<file path="src/rtl/alu.sv">
// 16-bit datapath ALU: combinational result with Zero/Carry, plus a registered
// copy of the flags for later conditional branches.
module alu (
    input  logic        Clk,
    input  logic        Reset,
    input  logic [15:0] InputA,
    input  logic [15:0] InputB,
    input  logic [2:0]  OP,
    input  logic        FlagWe,
    output logic [15:0] Out,
    output logic        Zero,
    output logic        Carry,
    output logic        ZeroFlag,
    output logic        CarryFlag
);

    localparam logic [2:0] OP_ADD   = 3'b000;
    localparam logic [2:0] OP_AND   = 3'b001;
    localparam logic [2:0] OP_OR    = 3'b010;
    localparam logic [2:0] OP_XOR   = 3'b011;
    localparam logic [2:0] OP_SHL   = 3'b100;
    localparam logic [2:0] OP_SHR   = 3'b101;
    localparam logic [2:0] OP_SUB   = 3'b110;
    localparam logic [2:0] OP_PASSB = 3'b111;

    // Bit 16 is the carry on add and the borrow on subtract.
    logic [16:0] sum;
    logic [16:0] diff;

    assign sum  = {1'b0, InputA} + {1'b0, InputB};
    assign diff = {1'b0, InputA} - {1'b0, InputB};

    always_comb begin
        Out   = 16'h0000;
        Carry = 1'b0;
        case (OP)
            OP_ADD: begin
                Out   = sum[15:0];
                Carry = sum[16];
            end
            OP_AND:   Out = InputA & InputB;
            OP_OR:    Out = InputA | InputB;
            OP_XOR:   Out = InputA ^ InputB;
            OP_SHL: begin
                Out   = {InputA[14:0], 1'b0};
                Carry = InputA[15];
            end
            OP_SHR: begin
                Out   = {1'b0, InputA[15:1]};
                Carry = InputA[0];
            end
            OP_SUB: begin
                Out   = diff[15:0];
                Carry = diff[16];
            end
            OP_PASSB: Out = InputB;
            default: begin
                Out   = 16'h0000;
                Carry = 1'b0;
            end
        endcase
    end

    assign Zero = ~|Out;

    // Reset wins over a simultaneous flag write.
    always_ff @(posedge Clk) begin
        if (Reset) begin
            ZeroFlag  <= 1'b0;
            CarryFlag <= 1'b0;
        end else if (FlagWe) begin
            ZeroFlag  <= Zero;
            CarryFlag <= Carry;
        end
    end

endmodule

</file>
<file path="config.mk">
export PLATFORM = sky130hd
export DESIGN_NAME = alu
export DESIGN_NICKNAME = d
export VERILOG_FILES = /design/src/rtl/alu.sv
export SDC_FILE = /design/constraint.sdc
export NUM_CORES = 1
export LEC_CHECK = 0
export BUFFER_PORTS_ARGS = -buffer_cell sky130_fd_sc_hd__buf_2
export CAP_MARGIN = 10
export CORE_MARGIN = 5
export CORE_UTILIZATION = 30
export CTS_CLUSTER_DIAMETER = 100
export DETAILED_ROUTE_END_ITERATION = 6
export GPL_TIMING_DRIVEN = 0
export HOLD_SLACK_MARGIN = 0.03
export PLACE_DENSITY_LB_ADDON = 0.3
export SLEW_MARGIN = 40
export SYNTH_ARGS = -nofsm -noshare
export SYNTH_HDL_FRONTEND = slang
export SYNTH_SLANG_ARGS = --single-unit
</file>
<file path="constraint.sdc">
create_clock -name Clk -period 7.7 [get_ports Clk]
set_input_delay 1.54 -clock Clk [delete_from_list [all_inputs] [get_ports Clk]]
set_output_delay 1.54 -clock Clk [all_outputs]
set_load 0.01 [all_outputs]
</file>
# --- Word-level counts from Yosys, hierarchy flattened ---
# Cells that the tools add are included.
word_totals:
  reg_bits: 2
  inputBits: 38
  output_inout_bits: 20
  wordCells: 19
op_classes:
  n_addsub: 2
  eq_ne: 7
  n_mux: 2
  bitwise_logic: 3
  n_reduce_logical: 3
op_table:
  columns: ["op", "n"]
  rows:
  - ["$pmux W16 S8", 1]
  - ["$add A16 B16 Y17", 1]
  - ["$sub A16 B16 Y17", 1]
  - ["$and A16 B16 Y16", 1]
  - ["$or A16 B16 Y16", 1]
  - ["$reduce_or A16 Y1", 1]
  - ["$xor A16 B16 Y16", 1]
  - ["$eq A3 B3 Y1 const B", 4]
  - ["$eq A3 B2 Y1 const B", 2]
  - ["$pmux W1 S4", 1]
  - ["$eq A3 B1 Y1 const B", 1]
  - ["$logic_not A3 Y1", 1]
  - ["$logic_not A1 Y1", 1]

# --- Longest topological paths before layout ---
# Gate-level depths: netlist of run 1.
depth:
  ltp_word: 4
  depth_mapped: 13
  ltp_nobuf: 13

# --- Worst setup path after synthesis of run 1 ---
# Ideal clock, no wire load.
synth_path:
  path_kind: "input-to-output"
  startpoint: "input InputA[0]"
  endpoint: "output Zero"
  arrival_ns: 4.266
  t_required_ns: 6.160
  setup_slack_ns: 1.894
  path_stages: 13
  n_path_buf: 0
  cell_sequence: "inv_1 -> ha_1 -> inv_1 -> fa_1 -> xnor2_1 -> mux4_2 -> nand2_1 -> o41ai_2 -> or4_1 -> or3_1 -> nor4_1 -> nand4b_1 -> nor2_1"
synth_via:
  elab_chain_len: 4
synth_rtl:
  columns: ["element", "line", "text"]
  rows:
  - ["start: declaration", "6", "input logic [15:0] InputA,"]
  - ["$sub A16 B16 Y17 or $add A16 B16 Y17 (tied branches)", "31, 30", null]
  - ["$pmux W16 S8 (*)", "36", "case (OP)"]
  - ["net Out[2]", "10", "output logic [15:0] Out,"]
  - ["$reduce_or A16 Y1 (*)", "64", "assign Zero = ~|Out;"]
  - ["$logic_not A1 Y1 (*)", "64", null]
  - ["end: declaration", "11", "output logic Zero,"]
# The timed path passes the listed nets; every way through them passes the cells marked *.

# --- Worst setup path in the final report of run 1 ---
layout_path:
  startpoint: "input InputA[1]"
  endpoint: "output Zero"
layout_via:
  elab_chain_len: 4
layout_rtl:
  columns: ["element", "line", "text"]
  rows:
  - ["$sub A16 B16 Y17 (tied with other cells)", "31", "assign diff = {1'b0, InputA} - {1'b0, InputB};"]
  - ["$pmux W16 S8 (*)", "36", null]
  - ["$reduce_or A16 Y1 (*)", "64", null]
  - ["$logic_not A1 Y1 (*)", "64", null]
# Mark *: on every way between the ends. The rest lies on a longest branch, timed or not.

==> metrics.yaml, run 1 <==
ant_nets: 0
wl_um: 11100
reg2regPathDepth: 2
synth.largest_area_cell: "ha_1"
htree_levels: 1
drv_slew: 0
hold_depth: 2
skew_ns: 0
grt_start_max_net_pins: 11
synthesis.area_um2: 3040
die_height_um: 111
cts_buffer_depth: 2
seq_area_frac_synth_pct: 1.32
drcViolationCount: 0
min_path_type: "reg2reg"
fin_tns_setup_ns: 0
antenna_found_initial: 0
rsz0062_at_grt: "no"
cts_resized: 0
maxSlewHeadroom_pct: 54.1
cts.sinks: 2
place_hpwl_um: 8950
yosysWarningCount: 0
start_kind: "primary input"
fillers: 1105
crit_arrival_ns: 4.81
period_share_pct: 82.5
fin_crit_ns: 6.35
crit_required_ns: 6.16
multi_input_area_um2: 2670
cts_buffers: 3
fmaxAchievable_mhz: 157
via_count: 3659
gp_congestion: 0.939
synthToLayoutAreaGrowth_pct: 16.4
netlist_top_cells_area: "ha_1 20%, inv_1 6.3%, a21oi_1 6.3%, mux4_2 5.2%, mux2i_1 4.0%"
synthFlopType: "dfxtp_1"
synth.top_cell.area_share_pct: 19.8
hold_viol_final: 0
core_area_um2: 9820
grt_remaining_overflow: 0
io_buffers: 57
die_area_um2: 12200
syn_inst: 432
grt_pass1_wl_um: 18300
die_x_um: 111
hold_buffers: 0
cts_tree: "done"
synth-async-reset-ratio_pct: 0
antenna_cells: 0
drive_gt1_share_pct: 18.5
tightest_slew_ns: 0.689
synth_edf_count: 0
post-cts-setup-buffers: 0
grt_usage_pct: 17.7
ys_seq_elements: 2
first_global_vias: 3477
ios: 58
path_clk_slew_ns: 0.03
power_density_nw_per_um2: 85.2
drv_cap: 0
avgSynthCellArea_um2: 7.03
leakagePower_nw: 1.66
status: "finished, final reports clean"
drt_pass1_iterations: 6
critPathKind: "in2out"
layout_commonest_cell: "buf_2"
seq_area_um2: 40.0
post_drt_via_cell_ratio: 5.85
rows: 36
fin_util_pct: 36.0
syn-num-nets: 520
ir_drop_v: 0.0000490
cts_root_buf: "clkbuf_8"
most-common-layout-cells: "68 x buf_2, 51 x inv_1, 48 x ha_1, 38 x a21oi_1, 30 x nor2_1"
drt_iter0_drc: 420
crit_path_end_kind: "output pin"
clk_latency_ns: 0.21
layout_setup_ws_ns: 1.35
place_ws_ns: 1.35
wl_per_cell_um: 17.8
synth_cell_types: 62
setup_viol: 0
initial_core_util_pct: 30.9
finalNetCount: 582
critical_path.max_fanout: 7
[sequential cells by signal (all words and copies together) (netlist names)]
signal,count
CarryFlag,1
ZeroFlag,1
[critical path, cell delays in order]
cell	delay, ns
buf_2	0.20
inv_1	0.07
ha_1	0.33
a21oi_1	0.22
o211ai_1	0.26
a311oi_1	0.64
o311ai_0	0.33
or4_1	0.45
a22oi_1	0.27
nor4_1	0.12
nand4b_1	0.19
nor2_1	0.05
buf_2	0.15
[report_power, final]
group          leakage, nW  switching [W]  internal (W)
Combinational         1.62       0.000152     0.0000972
Clock               0.0216     0.00000790     0.0000330
Sequential          0.0163    0.000000150     0.0000108
[metrics by stage]
| stage | area (um^2) | hold WS, ns | std cells | power [W] |
|---|---|---|---|---|
| 2_1_floorplan | 3040 | 0.513 | 432 | 0.000177 |
| 3_3_place_gp | 3490 | 0.469 | 622 | 0.000252 |
| 3_5_place_dp | 3490 | 0.479 | 622 | 0.000256 |
| 4_1_cts | 3530 | 0.485 | 625 | 0.000299 |
| 5_1_grt | 3530 | 0.523 | 625 | 0.000329 |
| 6_report | 3530 | 0.484 | 625 | 0.000301 |
[cell usage after synthesis, drive strengths merged (6+ instances only)]
cell type  instances
nor3              11
mux4               7
o21ai             23
ha                48
o22ai              6
nor2b              7
a211oi             9
a221oi             9
nand2b            14
nor2              30
nand2             26
mux2i             12
o211ai            15
inv               51
a21oi             38
buf               16
a21o               6
clkbuf            12
nand3              8
[cells by family after synthesis]
| logic type | after synthesis | synth area share (%) |
|---|---|---|
| XOR/XNOR | 4 | 1.15 |
| flip-flops | 2 | 1.32 |
| AND/OR/NAND/NOR | 125 | 20.9 |
| AO/OA/AOI/OAI | 152 | 34.9 |
| buffers and inverters | 79 | 11.1 |
| adder cells (fa/ha/maj) | 50 | 21.1 |
| multiplexers | 20 | 9.52 |
[area by class of cell]
class / count / area share, %
Multi-Input combinational cell: 351 / 75.4
Clock buffer: 3 / 1.17
Sequential cell: 2 / 1.13
Timing Repair Buffer: 57 / 8.07
Tap cell: 133 / 4.71
Buffer: 28 / 4.11
Inverter: 51 / 5.42
[metal layers]
| layer | global-route usage (%) | share of wire, % |
|---|---|---|
| met4 | 4.76 | 2.8 |
| met1 | 24.0 | 44 |
| met5 | 0 | 0 |
| met2 | 29.8 | 46 |
| met3 | 1.75 | 7.0 |
[worst paths after layout]
check | start | end | slack (ns)
worst min-delay path | ZeroFlag$_SDFFE_PP0P_ | ZeroFlag$_SDFFE_PP0P_ | 0.48
worst max-delay path | InputA[1] | Zero | 1.35
worst min register to register | ZeroFlag$_SDFFE_PP0P_ | ZeroFlag$_SDFFE_PP0P_ | 0.48
worst max register to register | CarryFlag$_SDFFE_PP0P_ | CarryFlag$_SDFFE_PP0P_ | 7.03
(Power assumes the default switching activity.)
==> inputs of run 2 (changes only) <==
==> constraint.sdc (replaced) <==
create_clock -name Clk -period 5.1 [get_ports Clk]
set_input_delay 1.02 -clock Clk [delete_from_list [all_inputs] [get_ports Clk]]
set_output_delay 1.02 -clock Clk [all_outputs]
set_load 0.01 [all_outputs]
==> metrics.yaml, run 2 (synthesis results as in run 1) <==
status: "finished, final reports clean"
ir_drop_v: 0.0000736
wl_um: 11400
antenna_cells: 0
clk_latency_ns: 0.21
comb_power_share_pct: 83.4
cts_root_buf: "clkbuf_8"
startpoint: "InputA[4]"
dpl-instance-area_um2: 3490
grt_pass1_wl_um: 18500
antenna_found_initial: 0
drt_iter0_drc: 405
crit_path_end_kind: "output pin"
reg2reg_to: "CarryFlag$_SDFFE_PP0P_"
rsz0062_at_grt: "yes"
ios: 58
die_height_um: 111
initial_core_util_pct: 30.9
die_area_um2: 12200
fmaxAchievable_mhz: 197
largestRegisters: "CarryFlag: 1 flops, ZeroFlag: 1 flops"
synthToLayoutAreaGrowth_pct: 21.1
crit_arrival_ns: 4.05
crit_required_ns: 4.08
fin_area_um2: 3680
path_clk_slew_ns: 0.03
start_kind: "primary input"
leakagePower_nw: 1.71
fin_util_pct: 37.4
cts.sinks: 2
p_clk_share_pct: 13.1
hold_viol_final: 0
grt_start_max_net_pins: 11
layout_commonest_cell: "buf_2"
maxSlewHeadroom_pct: 56.9
core_area_um2: 9820
critical_path.max_fanout: 10
hold_buffers: 0
die_x_um: 111
first_global_vias: 3513
grt_remaining_overflow: 0
place_hpwl_um: 8950
drive_gt1_share_pct: 22.7
drv_slew: 0
ff2ff_setup_slack_ns: 4.43
drv_cap: 0
skew_ns: 0
power_density_nw_per_um2: 129
gp_congestion: 0.939
period_share_pct: 99.5
cts_buffers: 3
cts_buffer_depth: 2
drcViolationCount: 0
switching_share_pct: 53.0
finalNetCount: 588
drt_pass1_iterations: 5
tightest_slew_ns: 0.647
seq_power_share_pct: 3.5
via_count: 3705
htree_levels: 1
ant_nets: 0
rows: 36
grt_usage_pct: 17.8
wl_per_cell_um: 18.0
cts_tree: "done"
setup_viol: 0
worstSetupEndpoint: "Zero"
io_buffers: 57
post_drt_via_cell_ratio: 5.87
most-common-layout-cells: "66 x buf_2, 49 x inv_1, 47 x ha_1, 37 x a21oi_1, 30 x nor2_1"
internal_power_w: 0.000223
switchingPower_w: 0.000251
critPathKind: "in2out"
reg2regPathDepth: 2
min_path_type: "reg2reg"
reg2reg_from: "CarryFlag$_SDFFE_PP0P_"
fin_crit_ns: 5.07
==> run 2: cell types whose count changed in the layout (fill, tap and decap cells not counted), moves of 2 or more <==
cell      delta
inv_1        -2
buf_2        -2
a211oi_2     +2
fa_1         -2
a211oi_1     -2
buf_4        +7
fa_2         +2
==> run 2: what timing repair did <==
item	CTS	global route
pin swaps	2	10
gates resized for setup	10	17
endpoints found under the setup margin	1	1
setup buffers	2	4
==> run 2: metrics by stage <==
stage / std cells / worst slack (ns) / hold WS (ns) / setup TNS, ns / power [W]
floorplan: 432 / 0.334 / 0.513 / 0 / 0.000267
global placement: 622 / -0.164 / 0.469 / -0.164 / 0.000381
detailed placement: 622 / -0.207 / 0.479 / -0.207 / 0.000386
CTS: 627 / 0.0206 / 0.485 / 0 / 0.000459
global route: 631 / -0.121 / 0.523 / -0.121 / 0.000517
finish: 631 / 0.0278 / 0.491 / 0 / 0.000474
==> run 2: layout make-up <==
class | instances | area, um^2
clock buffer | 3 | 41.3
tap | 133 | 166
inverter | 51 | 196
buffer | 28 | 146
sequential | 2 | 40.0
timing repair buffer | 63 | 343
multi-input combinational | 351 | 2740
fill | 1091 | 6140
==> run 2: worst min path at each step <==
| stage | from | depth (start not counted) | slack (ns) | end |
|---|---|---|---|---|
| after floorplan | CarryFlag$_SDFFE_PP0P_ | 2 | 0.51 | CarryFlag$_SDFFE_PP0P_ |
| after global placement | ZeroFlag$_SDFFE_PP0P_ | 2 | 0.47 | ZeroFlag$_SDFFE_PP0P_ |
| after detailed placement | ZeroFlag$_SDFFE_PP0P_ | 2 | 0.48 | ZeroFlag$_SDFFE_PP0P_ |
| after CTS | ZeroFlag$_SDFFE_PP0P_ | 2 | 0.48 | ZeroFlag$_SDFFE_PP0P_ |
| after global routing | CarryFlag$_SDFFE_PP0P_ | 2 | 0.52 | CarryFlag$_SDFFE_PP0P_ |
| final | CarryFlag$_SDFFE_PP0P_ | 2 | 0.49 | CarryFlag$_SDFFE_PP0P_ |
==> run 2: routing by layer <==
metal / share of wire (%) / global-route usage, % / vias to the layer above / wire, um
met5: 0 / 0 / - / 0
met4: 3.2 / 5.67 / 0 / 361
met3: 7.6 / 1.97 / 22 / 866
met2: 46 / 29.6 / 205 / 5280
met1: 43 / 24.1 / 1744 / 4860
li1: - / - / 1734 / -
==> run 2: power by group through the flow <==
stage | Combinational (W) | Sequential, W | Clock (W)
final | 0.000395 | 0.0000166 | 0.0000618
after global routing | 0.000433 | 0.0000167 | 0.0000668
after CTS | 0.000379 | 0.0000166 | 0.0000635
after detailed placement | 0.000369 | 0.0000168 | 0
after global placement | 0.000364 | 0.0000167 | 0
after floorplan | 0.000250 | 0.0000170 | 0
==> run 2: critical path: stages <==
cell,delay [ns]
buf_2,0.13
inv_1,0.05
ha_1,0.29
buf_2,0.21
nor3b_1,0.09
a211oi_2,0.34
a21oi_2,0.15
o41a_1,0.46
a211oi_1,0.36
a22oi_2,0.17
nor4_4,0.29
nand4b_1,0.20
nor2_1,0.13
buf_2,0.13
